--- src/rtl/muldiv_sequencer.sv ---
// muldiv_sequencer: multi-cycle RISC-V M-extension multiply/divide sequencer beside the EX ALU.
// Define MULDIV_REUSE_EN to return the last divide's stored quotient/remainder for matching operands.
module muldiv_sequencer #(
    parameter int XLEN        = 32,
    parameter int MUL_LATENCY = 2
) (
    input  logic            clk_i,
    input  logic            rst_n_i,
    input  logic            valid_i,
    input  logic [4:0]      alu_op_i,
    input  logic [XLEN-1:0] op_a_i,
    input  logic [XLEN-1:0] op_b_i,
    input  logic            kill_i,
    output logic            stall_o,
    output logic            busy_o,
    output logic            done_o,
    output logic [XLEN-1:0] result_o
);
    localparam logic [1:0] IDLE = 2'd0, MUL = 2'd1, DIV = 2'd2, DONE = 2'd3;
    localparam logic [4:0] OP_MUL = 5'b01010, OP_MULH = 5'b01011, OP_MULHU = 5'b01101;
    localparam logic [4:0] OP_DIV = 5'b01110, OP_REM = 5'b10000, OP_REMU = 5'b10001;
    localparam int CW = $clog2(XLEN);
    localparam logic [XLEN-1:0] MIN = {1'b1, {(XLEN-1){1'b0}}};

    logic [1:0]        state;
    logic [CW-1:0]     cnt;
    logic [4:0]        op_r;
    logic [XLEN-1:0]   a_r, b_r, rem_r;
    logic              a_s, b_s, neg_q, neg_r;
    logic              is_md, is_div, is_rem, sdiv, a_sgn, b_sgn, a_neg, b_neg, div_zero, ovf, hit;
    logic [XLEN-1:0]   a_abs, b_abs, special_res, hit_res, mul_res, div_res, q_nxt, r_nxt, q_fix, r_fix;
    logic [2*XLEN-1:0] ma, mb, prod;
    logic [XLEN:0]     shifted, diff;

    always_comb begin
        is_md       = valid_i && alu_op_i >= OP_MUL && alu_op_i <= OP_REMU;
        is_div      = alu_op_i >= OP_DIV;
        is_rem      = alu_op_i[4];
        sdiv        = alu_op_i == OP_DIV || alu_op_i == OP_REM;
        a_sgn       = alu_op_i != OP_MULHU;
        b_sgn       = alu_op_i == OP_MUL || alu_op_i == OP_MULH;
        a_neg       = sdiv && op_a_i[XLEN-1];
        b_neg       = sdiv && op_b_i[XLEN-1];
        a_abs       = a_neg ? -op_a_i : op_a_i;
        b_abs       = b_neg ? -op_b_i : op_b_i;
        div_zero    = op_b_i == '0;
        ovf         = sdiv && op_a_i == MIN && &op_b_i;
        special_res = div_zero ? (is_rem ? op_a_i : '1) : (is_rem ? '0 : MIN);
        // low half of a 2*XLEN product is sign-correct modulo 2^(2*XLEN)
        ma          = {{XLEN{a_s & a_r[XLEN-1]}}, a_r};
        mb          = {{XLEN{b_s & b_r[XLEN-1]}}, b_r};
        prod        = ma * mb;
        mul_res     = op_r == OP_MUL ? prod[XLEN-1:0] : prod[2*XLEN-1:XLEN];
        // restoring step: dividend shifts out of a_r, quotient bits shift in
        shifted     = {rem_r, a_r[XLEN-1]};
        diff        = shifted - {1'b0, b_r};
        r_nxt       = diff[XLEN] ? shifted[XLEN-1:0] : diff[XLEN-1:0];
        q_nxt       = {a_r[XLEN-2:0], ~diff[XLEN]};
        q_fix       = neg_q ? -q_nxt : q_nxt;
        r_fix       = neg_r ? -r_nxt : r_nxt;
        div_res     = op_r[4] ? r_fix : q_fix;
        stall_o     = is_md && !done_o;
        busy_o      = state != IDLE;
        done_o      = state == DONE;
    end

`ifdef MULDIV_REUSE_EN
    logic [XLEN-1:0] key_a, key_b, st_q, st_r;
    logic            key_s, key_v;

    assign hit     = key_v && is_div && op_a_i == key_a && op_b_i == key_b && key_s == sdiv;
    assign hit_res = is_rem ? st_r : st_q;

    always_ff @(posedge clk_i) begin
        if (!rst_n_i) begin
            key_a <= '0;
            key_b <= '0;
            st_q  <= '0;
            st_r  <= '0;
            key_s <= 1'b0;
            key_v <= 1'b0;
        end else if (kill_i) begin
            key_v <= 1'b0;
        end else if (state == IDLE && is_md && is_div && !hit) begin
            key_a <= op_a_i;
            key_b <= op_b_i;
            key_s <= sdiv;
            key_v <= div_zero || ovf;
            st_q  <= div_zero ? '1 : MIN;
            st_r  <= div_zero ? op_a_i : '0;
        end else if (state == DIV && cnt == '0) begin
            st_q  <= q_fix;
            st_r  <= r_fix;
            key_v <= 1'b1;
        end
    end
`else
    assign hit     = 1'b0;
    assign hit_res = '0;
`endif

    always_ff @(posedge clk_i) begin
        if (!rst_n_i) begin
            state    <= IDLE;
            cnt      <= '0;
            op_r     <= '0;
            a_r      <= '0;
            b_r      <= '0;
            rem_r    <= '0;
            a_s      <= 1'b0;
            b_s      <= 1'b0;
            neg_q    <= 1'b0;
            neg_r    <= 1'b0;
            result_o <= '0;
        end else if (kill_i) begin
            state <= IDLE;
        end else begin
            case (state)
                IDLE: if (is_md) begin
                    op_r  <= alu_op_i;
                    a_s   <= a_sgn;
                    b_s   <= b_sgn;
                    neg_q <= a_neg ^ b_neg;
                    neg_r <= a_neg;
                    a_r   <= is_div ? a_abs : op_a_i;
                    b_r   <= is_div ? b_abs : op_b_i;
                    rem_r <= '0;
                    if (is_div && (div_zero || ovf || hit)) begin
                        state    <= DONE;
                        result_o <= hit ? hit_res : special_res;
                    end else begin
                        state <= is_div ? DIV : MUL;
                        cnt   <= is_div ? CW'(XLEN-1) : CW'(MUL_LATENCY-1);
                    end
                end
                MUL, DIV: begin
                    cnt <= cnt - CW'(1);
                    if (state == DIV) begin
                        a_r   <= q_nxt;
                        rem_r <= r_nxt;
                    end
                    if (cnt == '0) begin
                        state    <= DONE;
                        result_o <= state == DIV ? div_res : mul_res;
                    end
                end
                default: state <= IDLE;
            endcase
        end
    end
endmodule

--- config.mk ---
export PLATFORM = sky130hd
export DESIGN_NAME = muldiv_sequencer
export DESIGN_NICKNAME = d
export VERILOG_FILES = /design/src/rtl/muldiv_sequencer.sv
export SDC_FILE = /design/constraint.sdc
export NUM_CORES = 2
export LEC_CHECK = 0
export BUFFER_PORTS_ARGS = -buffer_cell sky130_fd_sc_hd__buf_2
export CAP_MARGIN = 40
export CORE_MARGIN = 10
export CORE_UTILIZATION = 40
export CTS_BUF_LIST = sky130_fd_sc_hd__clkbuf_8
export CTS_CLUSTER_DIAMETER = 60
export DETAILED_ROUTE_END_ITERATION = 8
export HOLD_SLACK_MARGIN = 0.1
export PLACE_DENSITY = 0.65
export SLEW_MARGIN = 0
export SYNTH_ARGS = -nofsm -noshare
export SYNTH_HDL_FRONTEND = slang
export SYNTH_SLANG_ARGS = --single-unit
--- constraint.sdc ---
create_clock -name clk_i -period 12.55 [get_ports clk_i]
set_clock_uncertainty 0.2 [all_clocks]
set_input_delay 1.255 -clock clk_i [delete_from_list [all_inputs] [get_ports clk_i]]
set_output_delay 1.255 -clock clk_i [all_outputs]
set_load 0.02 [all_outputs]
# Word level (Yosys, flattened, before mapping)
# Index checks and enable logic that the tools add are counted.
# W data, S select, Z words.
[op_classes]
addsub = 6
n_mul = 1
magnitude_cmp = 3
eq_ne = 15
n_mux = 32
bitwise = 6
n_reduce_logical = 25
[ops]
columns = ["operator", "count"]
rows = [
  ["$mux W32", 20],
  ["$pmux W32 S2", 3],
  ["$neg A32 Y32", 4],
  ["$mul A33 B33 Y64", 1],
  ["$sub A33 B32 Y33", 1],
  ["$eq A32 B32 Y1 const B", 1],
  ["$logic_not A32 Y1", 1],
  ["$reduce_and A32 Y1", 1],
  ["$eq A5 B4 Y1 const B", 4],
  ["$mux W5", 3],
  ["$ge A5 B4 Y1 const B", 2],
  ["$ne A2 B2 Y1 const B", 5],
  ["$pmux W5 S2", 1],
  ["$logic_and A1 B1 Y1", 8],
  ["$mux W2", 4],
  ["$reduce_and A4 Y1", 2],
  ["$eq A5 B5 Y1 const B", 1],
  ["$le A5 B5 Y1 const B", 1],
  ["$logic_not A5 Y1", 1],
  ["$ne A5 B4 Y1 const B", 1],
  ["$reduce_and A5 Y1", 1],
  ["$sub A5 B1 Y5 const B", 1],
  ["$eq A2 B2 Y1 const B", 2],
  ["$pmux W2 S2", 1],
  ["other kinds (11)", 18],
]
[word_totals]
ff_bits = 144
in_bits = 73
elab_cells = 99

# Depth between registers and ports, before layout
[logic_depth]
ltp_word = 9
ltp_mapped = 33
ltp_nobuf = 30

# Worst setup path after synthesis
# OpenSTA, ideal clock, no wires.
[synth_timing]
path_type = "register -> register"
from = "reg a_r[31]"
to = "reg result_o[23]"
arrival_ns = 8.102
required_time_ns = 12.234
slack_ns = 4.132
stages_incl_launch_ff = 30
synth_period_minus_slack_ns = 8.418
path_cell_list = "dfxtp_1 clkbuf_1 clkbuf_1 and3_1 fa_1 fa_1 fa_1 inv_1 fa_1 inv_1 fa_1 fa_1 fa_1 inv_1 fa_1 inv_1 ha_1 clkbuf_1 a21o_1 a21o_1 a21oi_1 nand2_1 a2111oi_0 nand2_1 a31oi_1 nand2b_1 xor2_1 a221oi_1 o211ai_1 o211a_1"
[synth_between]
elab_chain_cells = 8
word_cells_on_any_way = 14
cone_classes = "add/sub: 3; mul: 1; mux: 8; bitwise: 2"
[synth_lines]
columns = ["element", "line", "text"]
rows = [
  ["start: declaration", "28", "logic [XLEN-1:0] a_r, b_r, rem_r;"],
  ["start signal: assignment", "125", "a_r <= is_div ? a_abs : op_a_i;"],
  ["start signal: assignment", "139", "a_r <= q_nxt;"],
  ["$sub A33 B32 Y33", "56", "diff = shifted - {1'b0, b_r};"],
  ["$mux W32 or $not A1 Y1 (tied branches)", "57, 58", ""],
  ["$neg A32 Y32 (on tied branches)", "60, 59", ""],
  ["$mux W32 (on tied branches)", "60, 59", ""],
  ["$mux W32", "61", "div_res = op_r[4] ? r_fix : q_fix;"],
  ["$mux W32 (*)", "144", "result_o <= state == DIV ? div_res : mul_res;"],
  ["$mux W32 (*)", "142", "if (cnt == '0) begin"],
  ["$pmux W32 S2 (*)", "118", "case (state)"],
  ["end signal: assignment", "130", "result_o <= hit ? hit_res : special_res;"],
  ["end signal: assignment", "144", ""],
  ["end: declaration", "17", "output logic [XLEN-1:0] result_o"],
]
# Every way passes the cells marked *; elsewhere a longest branch is shown, timed or not. The select of a mux whose other input is x is not followed.
# A chain may end at the register's enable or synchronous reset.

# Worst setup path after layout
[layout_timing]
from = "reg a_s"
to = "reg result_o[23]"
[layout_between]
elab_chain_cells = 6
[layout_lines]
columns = ["element", "line", "text"]
rows = [
  ["start: declaration", "29", "logic a_s, b_s, neg_q, neg_r;"],
  ["start signal: assignment", "121", "a_s <= a_sgn;"],
  ["$and A1 B1 Y1", "50", "ma = {{XLEN{a_s & a_r[XLEN-1]}}, a_r};"],
  ["$mul A33 B33 Y64", "52", "prod = ma * mb;"],
  ["$mux W32", "53", "mul_res = op_r == OP_MUL ? prod[XLEN-1:0] : prod[2*XLEN-1:XLEN];"],
  ["$mux W32", "144", ""],
  ["$mux W32", "142", ""],
  ["$pmux W32 S2", "118", ""],
]
# No other way between the ends. The select of a mux whose other input is x is not followed.

==> load_flow_metrics.sql <==
INSERT INTO impl_metrics (metric_group, metric, value, unit) VALUES
('cts', 'tritoncts', 'yes', ''),
('synthesis', 'synth_top_cell_area_share', '44.88', '%'),
('synthesis', 'syn-instance-count', '5959', ''),
('worst_setup_path', 'path_delay_family', 'adder cells', ''),
('sta', 'final-setup-viol-count', '0', ''),
('worst_hold_path', 'holdPathStages', '2', ''),
('sta', 'layout_min_cycle_time', '9.803', 'ns'),
('floorplanning', 'floorplan.die_area', '140100', 'um2'),
('worst_setup_path', 'worst_r2r_path_depth', '29', ''),
('route', 'antenna_violating_nets_post_route', '0', ''),
('sta', 'timing.fmax', '102.0', 'MHz'),
('worst_setup_path', 'path_depth', '29', ''),
('cts', 'cts_max_path_buffers', '2', ''),
('power', 'clock_power_share', '27.4', '%'),
('sta', 'slew_viol_final', '0', ''),
('route', 'detail_route.wl_per_cell', '22.35', 'um'),
('sta', 'finalCritPeriodShare', '78.11', '%'),
('cts', 'clkSlewWorstSetupHoldPaths', '0.10', 'ns'),
('worst_setup_path', 'r2r_setup_slack', '2.75', 'ns'),
('cts', 'numCtsBuffers', '17', ''),
('sta', 'grt_setup_unrepaired', 'no', ''),
('synthesis', 'ys.warnings.count', '0', ''),
('worst_setup_path', 'critical_path_peak_fanout', '19', ''),
('worst_hold_path', 'hp_class', 'reg2reg', ''),
('power', 'total_power', '0.001565', 'W'),
('synthesis', 'ys.flop_type', 'sky130_fd_sc_hd__dfxtp_1', ''),
('synthesis', 'yosys.area.top_type', 'sky130_fd_sc_hd__fa_1', ''),
('synthesis', 'async_reset_ff_share', '0', '%'),
('worst_setup_path', 'cp_slowest_stage_delay', '0.67', 'ns'),
('power', 'comb_power_share', '41.5', '%'),
('cells_and_area', 'drive_gt1_share', '5.093', '%'),
('synthesis', 'synth.net_count', '7414', ''),
('global_route', 'antenna_found_initial', '31', ''),
('sta', 'final_layout_setup_total_negative_slack', '0', 'ns'),
('worst_setup_path', 'endpoint', 'result_o[23]', ''),
('route', 'detail_route.wirelength', '167200', 'um'),
('global_route', 'wire_length_of_the_first_global_routing_pass', '261700', 'um'),
('floorplanning', 'core_area', '124300', 'um2'),
('synthesis', 'ys_seq_elements', '144', ''),
('synthesis', 'synth.top_cells.by_area', 'sky130_fd_sc_hd__fa_1, sky130_fd_sc_hd__inv_1, sky130_fd_sc_hd__nand2_1', ''),
('floorplanning', 'die_h', '374.3', 'um'),
('cells_and_area', 'synth_to_layout_area_growth', '5.008', '%'),
('worst_setup_path', 'setup.worst_path.class', 'reg2reg', ''),
('sta', 'worstMarginPinSlew', '0.9425', 'ns'),
('route', 'initialDrtViolationCount', '4172', ''),
('synthesis', 'cell_area_after_technology_mapping', '50220', 'um2'),
('job', 'drv.max_cap_violation_count', '0', ''),
('cts', 'clk-insertion-delay-late', '0.53', 'ns'),
('power', 'seq_power_share', '31.1', '%'),
('worst_setup_path', 'worst_path_most_repeated_cell', 'sky130_fd_sc_hd__fa_1', ''),
('cts', 'htree_levels', '4', ''),
('global_route', 'maximum_number_of_pins_on_one_net_before_global_route_repair', '71', ''),
('route', 'dr.pass1.iters', '7', ''),
('worst_setup_path', 'cp-start-kind', 'flop', ''),
('worst_setup_path', 'cp_slowest_cell', 'sky130_fd_sc_hd__and2_1', ''),
('sta', 'hold_violations', '0', ''),
('synthesis', 'synth-edff-count', '0', ''),
('cts', 'cts-root-buf', 'sky130_fd_sc_hd__clkbuf_8', ''),
('cts', 'cts.repair_timing.setup_buffer_count', '0', ''),
('floorplanning', 'floorplan.rows', '129', ''),
('status', 'outcome', 'complete, no violations', ''),
('power', 'pwr_density_cell', '29.67', 'nW/um2'),
('placed_design', 'buffer_ports.inserted', '107', ''),
('cts', 'postCtsHoldBufs', '0', ''),
('synthesis', 'synth_sequential_area_ratio', '5.740', '%'),
('synthesis', 'netlist-cell-type-count', '85', ''),
('global_route', 'global_route.overflow_total', '0', ''),
('worst_setup_path', 'worstPathRequired', '12.76', 'ns'),
('power', 'p_sw_share', '46.09', '%'),
('cts', 'clock_sink_count', '144', ''),
('floorplanning', 'initial_core_util', '40.41', '%');
## synth_stat cells, types with 60 or more instances
cell                       count
sky130_fd_sc_hd__xor2_1       88
sky130_fd_sc_hd__a21oi_1     218
sky130_fd_sc_hd__inv_1      1167
sky130_fd_sc_hd__a211oi_1     60
sky130_fd_sc_hd__dfxtp_1     144
sky130_fd_sc_hd__clkbuf_1    299
sky130_fd_sc_hd__nand2_1     940
sky130_fd_sc_hd__xnor2_1     120
sky130_fd_sc_hd__and2_1      336
sky130_fd_sc_hd__nor2_1      299
sky130_fd_sc_hd__ha_1        256
sky130_fd_sc_hd__fa_1       1126
sky130_fd_sc_hd__o21ai_0     169
## flip-flops by register name, indices dropped and copies added (netlist names)
signal / flops
cnt: 5
op_r: 5
a_r: 32
result_o: 32
rem_r: 32
b_s: 1
neg_q: 1
neg_r: 1
state: 2
a_s: 1
b_r: 32
## layer usage
metal  part of all wire, %  vias up  global-route usage, %  routed length (um)
met5                  0.10        -                      0                 174
met4                   4.3       26                  8.733                7256
met3                    10      383                  5.324               17500
met2                    46     1910                  38.15               76190
met1                    40    21340                  31.66               66050
li1                      -    17917                      -                   -
## power by group through the flow
stage | combinational [W] | sequential (W) | clock (W)
detailed placement | 0.000625 | 0.000497 | 0
floorplan | 0.000410 | 0.000482 | 0
finish | 0.000650 | 0.000487 | 0.000428
global route | 0.000690 | 0.000488 | 0.000441
CTS | 0.000629 | 0.000486 | 0.000423
global placement | 0.000614 | 0.000501 | 0
## worst min-delay path, stage by stage (launching register included)
cell	delay, ns
sky130_fd_sc_hd__dfxtp_1	0.32
sky130_fd_sc_hd__nand2_1	0.05
sky130_fd_sc_hd__a21oi_1	0.05
## cell families after synthesis
| family | after synthesis | share of synthesized area [%] |
|---|---|---|
| muxes | 35 | 0.7150 |
| xor gates and xnor gates | 209 | 3.660 |
| and+or+nand+nor | 1895 | 17.42 |
| adders and majority gates | 1382 | 51.26 |
| buffers and inverters | 1534 | 11.53 |
| AOI/OAI and AO/OA | 760 | 9.669 |
| DFF | 144 | 5.740 |
## how the worst min path moves through the flow
stage                  from       to  slack [ns]
finish               a_r[4]   a_r[4]        0.26
CTS                 op_r[1]  op_r[1]        0.26
floorplan           op_r[1]  op_r[1]        0.23
detailed placement  op_r[1]  op_r[1]        0.24
global route        op_r[0]  op_r[0]        0.28
global placement    op_r[1]  op_r[1]        0.24
## final cells by class
cell class                 instances  area, um2
fill                           12341      71540
timing repair buffer             204       1376
clock buffer                      17      234.0
clock inverter                    15      176.4
sequential                       144       2897
multi-input combinational       4281      41580
inverter                        1171       4397
tap                             1637       2048
antenna                           12      30.03
## metrics by stage
| step | setup slack (ns) | std cells | area, um2 | util (%) | hold WS [ns] |
|---|---|---|---|---|---|
| finish | 2.747 | 7481 | 52740 | 42.43 | 0.2640 |
| global route | 2.075 | 7471 | 52710 | 42.41 | 0.2839 |
| CTS | 2.755 | 7469 | 52710 | 42.41 | 0.2599 |
| detailed placement | 2.827 | 7437 | 52300 | 42.08 | 0.2450 |
| global placement | 3.066 | 7426 | 52100 | 41.92 | 0.2418 |
| floorplan | 4.132 | 5959 | 50220 | - | 0.2316 |
## cell usage in the layout (no fill, tap or decap), drive strengths merged, types with 22 or more instances in the layout
master	count
ha	256
fa	1126
dfxtp	144
nand4	33
inv	1176
and2	338
o21a	22
a21o	49
or3	25
nor2	299
o211ai	24
nand2	942
mux2i	28
a21oi	218
and3	35
xnor2	121
nor3	52
xor2	88
a211oi	61
nand2b	31
buf	204
nor4	27
nand3	46
a31oi	46
o21ai	177
o31ai	31
Note: power is estimated with default switching activity, not from simulation.
